$ cat config.mk
export PLATFORM = sky130hd
export DESIGN_NAME = response_misr_capture
export DESIGN_NICKNAME = d
export VERILOG_FILES = /design/src/rtl/resp_cap_pkg.sv /design/src/rtl/response_misr_capture_y_fold.sv /design/src/rtl/response_misr_capture.sv
export SDC_FILE = /design/constraint.sdc
export NUM_CORES = 1
export LEC_CHECK = 0
export BUFFER_PORTS_ARGS = -buffer_cell sky130_fd_sc_hd__buf_2
export CAP_MARGIN = 20
export CORE_AREA = 2 2 223 225
export DETAILED_ROUTE_END_ITERATION = 16
export DIE_AREA = 0 0 225 227
export HOLD_SLACK_MARGIN = 0.12
export MAX_ROUTING_LAYER = met4
export PLACE_DENSITY_LB_ADDON = 0.2
export RECOVER_POWER = 50
export SYNTH_ARGS = -nofsm -noshare
export SYNTH_HDL_FRONTEND = slang
export SYNTH_SLANG_ARGS = --single-unit
$ cat constraint.sdc
create_clock -name clk -period 2.85 [get_ports clk]
set_input_delay 0.57 -clock clk [delete_from_list [all_inputs] [get_ports clk]]
set_output_delay 0.57 -clock clk [all_outputs]
set_load 0.01 [all_outputs]
$ cat src/rtl/resp_cap_pkg.sv
// Shared constants and state type for the response MISR capture block.
// Holds bus widths, MISR polynomial/seed defaults and the capture FSM enum.
package resp_cap_pkg;

    localparam int Y_W   = 474;
    localparam int SIG_W = 32;
    localparam int CNT_W = 16;

    localparam logic [SIG_W-1:0] POLY = 32'h04C11DB7;
    localparam logic [SIG_W-1:0] SEED = 32'hFFFFFFFF;

    typedef enum logic [1:0] {
        IDLE = 2'd0,
        RUN  = 2'd1,
        DONE = 2'd2
    } state_e;

endpackage

$ cat src/rtl/response_misr_capture_y_fold.sv
// y_fold: combinational XOR folder, Y_W-bit bus -> SIG_W-bit word.
// Ports: y_i (response bus), fold_o (XOR of zero-padded SIG_W slices).
module y_fold #(
    parameter int Y_W   = 474,
    parameter int SIG_W = 32
) (
    input  logic [Y_W-1:0]   y_i,
    output logic [SIG_W-1:0] fold_o
);

    localparam int NS = (Y_W + SIG_W - 1) / SIG_W;
    localparam int PW = NS * SIG_W;

    logic [PW-1:0] pad;

    // Zero-extend so the top slice is padded with zeros.
    assign pad = PW'(y_i);

    always_comb begin
        fold_o = '0;
        for (int i = 0; i < NS; i++) begin
            fold_o = fold_o ^ pad[i*SIG_W +: SIG_W];
        end
    end

endmodule

$ cat src/rtl/response_misr_capture.sv
// Response capture: compacts valid y samples into a MISR signature over a
// programmed window. Ports: clk, rst_n, start, abort, num_cycles, y_in,
// y_valid, expected_sig in; busy, done, signature, match, sample_count out.
module response_misr_capture
    import resp_cap_pkg::*;
#(
    parameter int               Y_W   = resp_cap_pkg::Y_W,
    parameter int               SIG_W = resp_cap_pkg::SIG_W,
    parameter int               CNT_W = resp_cap_pkg::CNT_W,
    parameter logic [SIG_W-1:0] POLY  = resp_cap_pkg::POLY,
    parameter logic [SIG_W-1:0] SEED  = resp_cap_pkg::SEED
) (
    input  logic             clk,
    input  logic             rst_n,
    input  logic             start,
    input  logic             abort,
    input  logic [CNT_W-1:0] num_cycles,
    input  logic [Y_W-1:0]   y_in,
    input  logic             y_valid,
    input  logic [SIG_W-1:0] expected_sig,
    output logic             busy,
    output logic             done,
    output logic [SIG_W-1:0] signature,
    output logic             match,
    output logic [CNT_W-1:0] sample_count
);

    state_e           state_q, state_d;
    logic [SIG_W-1:0] sig_q, sig_d;
    logic [CNT_W-1:0] cnt_q, cnt_d;
    logic [CNT_W-1:0] num_q, num_d;
    logic             match_q, match_d;

    logic [SIG_W-1:0] fold;
    logic [SIG_W-1:0] sig_step;
    logic [CNT_W-1:0] cnt_inc;

    y_fold #(
        .Y_W   (Y_W),
        .SIG_W (SIG_W)
    ) u_fold (
        .y_i    (y_in),
        .fold_o (fold)
    );

    assign sig_step = {sig_q[SIG_W-2:0], 1'b0}
                    ^ (sig_q[SIG_W-1] ? POLY : '0)
                    ^ fold;
    assign cnt_inc  = cnt_q + CNT_W'(1);

    always_ff @(posedge clk or negedge rst_n) begin
        if (!rst_n) begin
            state_q <= IDLE;
            sig_q   <= '0;
            cnt_q   <= '0;
            num_q   <= '0;
            match_q <= 1'b0;
        end else begin
            state_q <= state_d;
            sig_q   <= sig_d;
            cnt_q   <= cnt_d;
            num_q   <= num_d;
            match_q <= match_d;
        end
    end

    always_comb begin
        state_d = state_q;
        sig_d   = sig_q;
        cnt_d   = cnt_q;
        num_d   = num_q;
        match_d = match_q;
        unique case (state_q)
            IDLE: begin
                if (start && !abort) begin
                    num_d   = num_cycles;
                    sig_d   = SEED;
                    cnt_d   = '0;
                    match_d = 1'b0;
                    state_d = (num_cycles == '0) ? DONE : RUN;
                end
            end
            RUN: begin
                if (abort) begin
                    state_d = IDLE;
                end else if (y_valid) begin
                    sig_d = sig_step;
                    cnt_d = cnt_inc;
                    if (cnt_inc == num_q) begin
                        state_d = DONE;
                    end
                end
            end
            DONE: begin
                // An abort here cancels the completion, so match keeps 0.
                if (!abort) begin
                    match_d = (sig_q == expected_sig);
                end
                state_d = IDLE;
            end
            default: begin
                state_d = IDLE;
            end
        endcase
    end

    assign busy         = (state_q == RUN);
    assign done         = (state_q == DONE) && !abort;
    assign signature    = sig_q;
    assign match        = match_q;
    assign sample_count = cnt_q;

endmodule

# --- Yosys cells after proc, flatten, opt, wreduce, memory -nomap -nowiden ---
# Cells that the tools add are included.
totals:
  output_inout_bits: 51
  elab_cells: 61
  regBits: 67
  in_bits: 527
classes:
  n_bitwise: 16
  mux: 18
  eq_ne: 10
  addsub: 1
  reduce_logical: 11
ops:
  columns: ["op", "count"]
  rows:
  - ["32-bit XOR", 14]
  - ["32-bit 2-to-1 mux", 3]
  - ["32-bit one-hot mux with 2 select lines", 1]
  - ["16-bit 2-to-1 mux", 3]
  - ["32-bit == test", 1]
  - ["16-bit one-hot mux with 2 select lines", 1]
  - ["32-bit by 26-bit XOR with 32-bit output", 1]
  - ["32-bit by 27-bit XOR with 32-bit output", 1]
  - ["27-bit 2-to-1 mux", 1]
  - ["16-bit by 1-bit adder with 16-bit output, second input constant", 1]
  - ["16-bit == test", 1]
  - ["16-bit zero test", 1]
  - ["2-bit 2-to-1 mux", 5]
  - ["2-bit != test, second input constant", 4]
  - ["3-bit AND reduction", 2]
  - ["2-bit one-hot mux with 2 select lines", 1]
  - ["4-bit AND reduction", 1]
  - ["2-bit nonzero test", 2]
  - ["3-bit by 2-bit != test with 1-bit output, second input constant", 1]
  - ["3-bit != test, second input constant", 1]
  - ["2-bit by 1-bit == test with 1-bit output, second input constant", 1]
  - ["2-bit == test, second input constant", 1]
  - ["1-bit logical AND", 2]
  - ["2-bit zero test", 1]
  - ["other kinds (4)", 5]

# --- Logic depth before layout (Yosys ltp) ---
# Gate-level depths: netlist (run 1).
depth:
  depth_word: 18
  ltp_mapped: 8
  mapped_depth_nobuf: 7

# --- Hierarchy ---
# Synthesis (run 1) repeated with hierarchy kept, for this count alone.
unflattened:
  hier_cells: 799
  hier_area_um2: 8338.0
modules_own_cells:
  columns: ["module", "seq_area_each_um2", "cells_each", "area_each_um2", "n_inst"]
  rows:
  - ["y_fold", 0.0, 352, 4321.6, 1]
  - ["response_misr_capture", 1676.6, 447, 4016.4, 1]

# --- Worst setup path after synthesis (run 1) ---
# Ideal clock, no wire load.
synth_path:
  kind: "flip-flop to flip-flop"
  from: "register cnt_q[0], in the netlist sample_count[0]"
  to: "register state_q[0]"
  synth_period_minus_slack_ps: 2048
  setup_time_ps: 121
  slack_ps: 802
  stages_incl_launch_ff: 8
  n_path_buf: 0
  required_ps: 2729
  arrival_time_ps: 1927
  path_cell_list: "dfrtp_1 > ha_1 > and3_1 > nand3_1 > xnor2_1 > nor4_4 > nand4_1 > a22o_1"
synth_via:
  elab_chain_len: 4
synth_lines:
  columns: ["element", "line_no", "source"]
  rows:
  - ["start: declaration", "response_misr_capture.sv:30", "logic [CNT_W-1:0] cnt_q, cnt_d;"]
  - ["start signal: assignment", "response_misr_capture.sv:61", "cnt_q <= cnt_d;"]
  - ["16-bit by 1-bit adder with 16-bit output", "response_misr_capture.sv:49", "assign cnt_inc = cnt_q + CNT_W'(1);"]
  - ["16-bit == test", "response_misr_capture.sv:89", "if (cnt_inc == num_q) begin"]
  - ["3-bit by 2-bit != test with 1-bit output (no line)", null, null]
  - ["3-bit AND reduction (no line)", null, null]
  - ["end signal: assignment", "response_misr_capture.sv:59", "state_q <= state_d;"]
  - ["end: declaration", "response_misr_capture.sv:28", "state_e state_q, state_d;"]
# Every way passes these cells.
# A chain may end at the register's enable or synchronous reset.

# --- Worst setup path after layout (run 1) ---
# Same ends and word-level chain as after synthesis.

==> results of run 1 <==
-- metrics by stage --
| step | worst slack [ps] | hold WS [ps] | instance area, um^2 |
|---|---|---|---|
| finish | 533 | 472 | 11800 |
| global route | 398 | 467 | 11800 |
| CTS | 546 | 235 | 11800 |
| detailed placement | 569 | 494 | 11500 |
| global placement | 599 | 477 | 11500 |
| floorplan | 802 | 274 | 7860 |
-- where the power goes --
group / total, mW / switching [mW] / leakage [nW] / internal, mW
sequential: 1.48 / 0.332 / 0.788 / 1.15
combinational: 3.45 / 1.60 / 4.05 / 1.85
clock: 1.19 / 0.504 / 0.146 / 0.683
total: 6.12 / 2.44 / 4.99 / 3.68
-- cell families (layout without fill, tap and decap cells) --
kind of cell               after synthesis  count (layout)
xor gates and xnor gates               546             546
muxes                                   16              16
and+or+nand+nor                         80              80
buffers and inverters                   23             602
DFF                                     67              67
other                                    0               6
AOI/OAI and AO/OA                      104             104
adders and majority gates                1               1
-- layout make-up --
| cell class | count | share of cell area [%] |
|---|---|---|
| multi-input cells | 747 | 51.7 |
| repair buffers | 584 | 24.8 |
| diodes | 6 | 0.127 |
| flip-flops and latches | 67 | 14.2 |
| well taps | 622 | 6.59 |
| clock buffers | 9 | 1.91 |
| inverters | 2 | 0.0636 |
| clock inverters | 7 | 0.626 |
-- worst min-delay path by stage --
stage                   startpoint  cells after the start         end
finish              num_cycles[11]                      2   num_q[11]
global route         num_cycles[3]                      2    num_q[3]
CTS                          rst_n                      2  state_q[0]
detailed placement           match                      2       match
global placement             match                      2       match
floorplan                    rst_n                      0       match
-- worst max-delay path, stage by stage, from the launching register on --
cell and delay, ps:
dfrtp_1 530, ha_1 320, and3_1 270, nand3_1 160, xnor2_1 200, nor4_4 280, nand4_1 180, a22o_1 270
-- flip-flops by register name (all words and copies together) (netlist names) --
signal	cells
sample_count	16
signature	32
match	1
state_q	2
num_q	16
-- cells in the final DEF, fill, tap and decap left out, drive strengths merged, types with 2 or more instances in the layout --
| cell type | Yosys | layout |
|---|---|---|
| nor2b | 2 | 2 |
| nand2 | 15 | 15 |
| nand4 | 11 | 11 |
| nor4 | 13 | 13 |
| nor3 | 4 | 4 |
| xor2 | 108 | 108 |
| o21ai | 87 | 87 |
| nor2 | 13 | 13 |
| inv | 2 | 4 |
| mux2 | 16 | 16 |
| nand3 | 9 | 9 |
| a21oi | 3 | 3 |
| and2 | 2 | 2 |
| o41ai | 2 | 2 |
| and4 | 2 | 2 |
| diode | 0 | 6 |
| xnor2 | 438 | 438 |
| buf | 6 | 557 |
| clkbuf | 15 | 36 |
| o31ai | 7 | 7 |
| and3 | 5 | 5 |
| clkinv | 0 | 3 |
| dfrtp | 67 | 67 |
-- per-layer routing --
layer	vias to the layer above	part of all wire, %
met5	-	0
met4	0	2.2
met3	34	5.9
met2	320	52
met1	3435	40
li1	3878	-
-- cell usage after synthesis, types with 3 or more instances --
master    count  area share (%)
a21oi_1       3            0.19
and3_1        5            0.40
buf_2         6            0.38
clkbuf_1     15            0.72
dfrtp_1      67              21
mux2_2       16             2.3
nand2_1      15            0.72
nand3_1       7            0.45
nand4_1       9            0.72
nor2_1       13            0.62
nor4_1        9            0.72
nor4_4        4             1.1
o21ai_0      85             5.4
o31ai_1       7            0.67
xnor2_1     438              49
xor2_1      108              12
==> metrics.txt, run 1 <==
Rel. slew slack=-24.5%; grt peak-use layer=met2; synth unique cells=37; Final Hold Vio Count=0; path depth of the worst reg2reg path=7; port buffer count=577; Worst Setup SP=sample_count[0]; P_leak=4.99 nW; Worst Tran Pin Value=1870 ps; Starting Density=16.2%; Fin Setup TNS=0 ps; # rows=81; dpl cells=2,022; WP data arrival=2560 ps; cell area after synthesis=7860 um^2; Clock Sinks=67; nets@finish=1,939; Synth Area in Adders=0.159%; Final Util=24.3%; die height=227 um; Root Driver=clkbuf_16; Design Power=6.12 mW; clock period minus worst slack=2320 ps; GR Layer Usage met3=2.70%; critical path launch point type=flip-flop; Avg Synthesized Cell Area=9.39 um^2; via count=7,667; synth-to-layout area growth=50.2%; critical path peak fanout=8; RSZ-0062 raised after global routing=no; met2 Usage GRT=23.6%; Max clock buf depth=2; CP endpoint=state_q[0]; MaxCap Viol Count=1; Fill cells=5,374; DPL Wire Length=30,600 um; worst hold path class=in -> reg; total of warnings raised by yosys=0; Compound-Gate Fraction of Synth Area=7.18%; WL per Instance=16.9 um; clk_skew=9.07 ps; mux cell area share after synthesis=2.29%; reg-to-reg startpoint=sample_count[0]; Simple-Gate Fraction of Synth Area=6.97%; first-pass GRT wire length=48,400 um; Die Footprint=51,100 um^2; FMAX=432 MHz; # DRC=0; gr usage total=13.3%; post_cts resized=0; R2R Setup Slk=530 ps; DR iter-0 viols=250; Antenna Nets Post-Route=0; initial antenna violation count=13; register bit count reported by yosys=67; drt first pass iters=4; worst r2r dst=state_q[0]; violated checks=capacitance limit, slew limit; maximum VDD drop=0.000304 V; critical path type=reg -> reg; Reg area=1680 um^2; number of flops mapped to enable cells by yosys=0; met1 GRT Util=15.4%; Num CTS Buffers=9; pwr dens=518 nW/um^2; register area share after synthesis=21.3%; layout cells sized above 1=42.7%; cts-stage hold buffer count=0; Post-Synthesis Cells=837; H-tree depth=3; final setup fails=0; Worst Path Required=3090 ps; insertion delay to the later sink of the worst-skew pair=350 ps; GPL Wtd Cong=0.812; area occupied by multi-input gates=6100 um^2; post-CTS setup buffer count=0; Post-Layout Cell Count=2,044; period utilization=81.3%; vias in the first global route=7,983; XOR/XNOR Fraction of Synth Area=60.9%; Post-Route WL=34,500 um; number of I/O pins=578; GRT overflow=0; max-slew violations=68; Die W=225 um; CTS tree=built; largest family of logic cells by synthesized area=XOR/XNOR gates; Vias/cell=3.75; Synthesized Nets=1,365; crit end category=flip-flop; Synth async-reset ratio=100%; status=complete, but fails checks; Primary FF master, synth=dfrtp_1; clock-pin slew of the registers on the worst-case setup and hold paths=60 ps; core box area=48,500 um^2; pin count of the biggest net entering global routing=68
Note: power is estimated with default switching activity, not from simulation.
==> inputs of run 2 (changes only) <==
==> constraint.sdc (replaced) <==
create_clock -name clk -period 2.4 [get_ports clk]
set_input_delay 0.48 -clock clk [delete_from_list [all_inputs] [get_ports clk]]
set_output_delay 0.48 -clock clk [all_outputs]
set_load 0.01 [all_outputs]
==> run 2 against run 1 <==
Net effect: the run now ends clean; sequential power grew 18%; non-clock buffer count grew 8; via count grew 2.1%; highest routed layer unchanged; count of clock-buffer cells in the layout grew 1; fmax grew 4.3%; critical endpoint unchanged; combinational power grew 21%; critical path depth is the same; worst setup slack lost 360 ps.
==> metrics.txt, run 2 (synthesis gave the netlist of run 1 again) <==
maximum VDD drop=0.000446 V; FMAX=450 MHz; clock period minus worst slack=2220 ps; RSZ-0062 raised after global routing=no; core box area=48,500 um^2; hold endpoint=num_q[4]; max FFs per register=32; layout cells sized above 1=43.0%; Die Footprint=51,100 um^2; design area=11,900 um^2; crit end category=flip-flop; die height=227 um; GPL Wtd Cong=0.840; clk_skew=14.5 ps; nets@finish=1,947; Worst Tran Pin Value=960 ps; Antenna Nets Post-Route=0; gr usage total=13.8%; pin count of the biggest net entering global routing=50; P_leak=5.03 nW; number of I/O pins=578; R2R Setup Slk=180 ps; pwr dens=627 nW/um^2; clock-pin slew of the registers on the worst-case setup and hold paths=70 ps; Final Hold Vio Count=0; worst r2r dst=state_q[0]; WP data arrival=2470 ps; insertion delay to the later sink of the worst-skew pair=350 ps; initial antenna violation count=15; Num CTS Buffers=9; worst hold path class=in -> reg; Fin Setup TNS=0 ps; reg-to-reg startpoint=sample_count[1]; Clock Sinks=67; Post-Layout Cell Count=2,054; synth-to-layout area growth=51.4%; max-slew violations=0; port buffer count=577; Post-Route WL=35,300 um; post-CTS setup buffer count=0; vias in the first global route=8,355; H-tree depth=3; Die W=225 um; final setup fails=0; DR iter-0 viols=265; placed cell areas=11,600 um^2; leading cell types in the layout, fill and taps excluded=buf_2, xnor2_1, xor2_1; Starting Density=16.2%; # rows=81; critical path launch point type=flip-flop; leading cell type in the layout, fill and taps excluded=buf_2; GRT overflow=0; MaxCap Viol Count=0; period utilization=92.6%; # DRC=0; Rel. slew slack=36.0%; Vias/cell=3.81; status=finished clean; critical path type=reg -> reg; drt first pass iters=7; Hold Crit Depth=2; CTS tree=built; Root Driver=clkbuf_16; first-pass GRT wire length=50,000 um; Worst Hold Launch=num_cycles[4]; WL per Instance=17.2 um; via count=7,827; Worst Path Required=2640 ps; path depth of the worst reg2reg path=7; DPL Wire Length=31,200 um; Max clock buf depth=2; dpl cells=2,028; critical path peak fanout=6
==> run 2: cell types whose count changed in the layout (fill, tap and decap cells not counted), sizes merged <==
cell / delta
bufinv: +1
clkbuf: +1
inv: -1
buf: +7
dlygate4sd3: +1
clkinvlp: -1
diode: +2
==> run 2: power by group <==
group	switching [mW]	internal, mW
sequential	0.379	1.36
clock	0.620	0.943
combinational	1.94	2.22
total	2.94	4.53
==> run 2: routing by layer <==
metal | vias to the layer above | part of all wire, % | global-route usage [%]
met5 | - | 0 | -
met1 | 3556 | 40 | 15.7
met4 | 0 | 2.2 | 3.89
met2 | 325 | 52 | 24.3
met3 | 42 | 5.5 | 2.93
li1 | 3904 | - | -
==> run 2: what timing repair did <==
item                                   CTS  global route
setup endpoints to repair                0             1
gates resized for setup                  0             1
endpoints found under the hold margin   29             0
hold buffers                             1             0
==> run 2: area by class of cell <==
type	count	area, um^2
timing repair buffer	592	2980
inverter	2	7.51
clock inverter	6	87.6
clock buffer	10	239
tap	622	778
multi-input combinational	747	6110
sequential	67	1680
fill	5371	36600
antenna	8	20.0
==> run 2: worst max-delay path: stages (launching register included) <==
cell and delay, ps:
dfrtp_1 470, ha_2 280, nand3_2 200, nor3_2 390
xnor2_1 160, o2111a_1 190, nand4_1 140, a22o_1 270
==> run 2: through the flow <==
stage	power, mW	setup slack (ps)	hold WS (ps)	util (%)
2_1_floorplan	4.50	352	184	-
3_3_place_gp	6.02	206	466	23.9
3_5_place_dp	6.05	159	471	23.9
4_1_cts	7.71	163	359	24.5
5_1_grt	8.07	23.0	369	24.5
6_report	7.47	177	381	24.5
==> run 2: how the worst max path moves through the flow <==
| stage | depth (start not counted) | endpoint | slack (ps) | startpoint |
|---|---|---|---|---|
| 2_1_floorplan | 7 | state_q[0] | 350 | sample_count[0] |
| 6_report | 7 | state_q[0] | 180 | sample_count[1] |
| 3_3_place_gp | 7 | state_q[0] | 210 | sample_count[1] |
| 4_1_cts | 7 | state_q[0] | 160 | sample_count[1] |
| 5_1_grt | 7 | state_q[0] | 20 | sample_count[1] |
| 3_5_place_dp | 7 | state_q[0] | 160 | sample_count[1] |
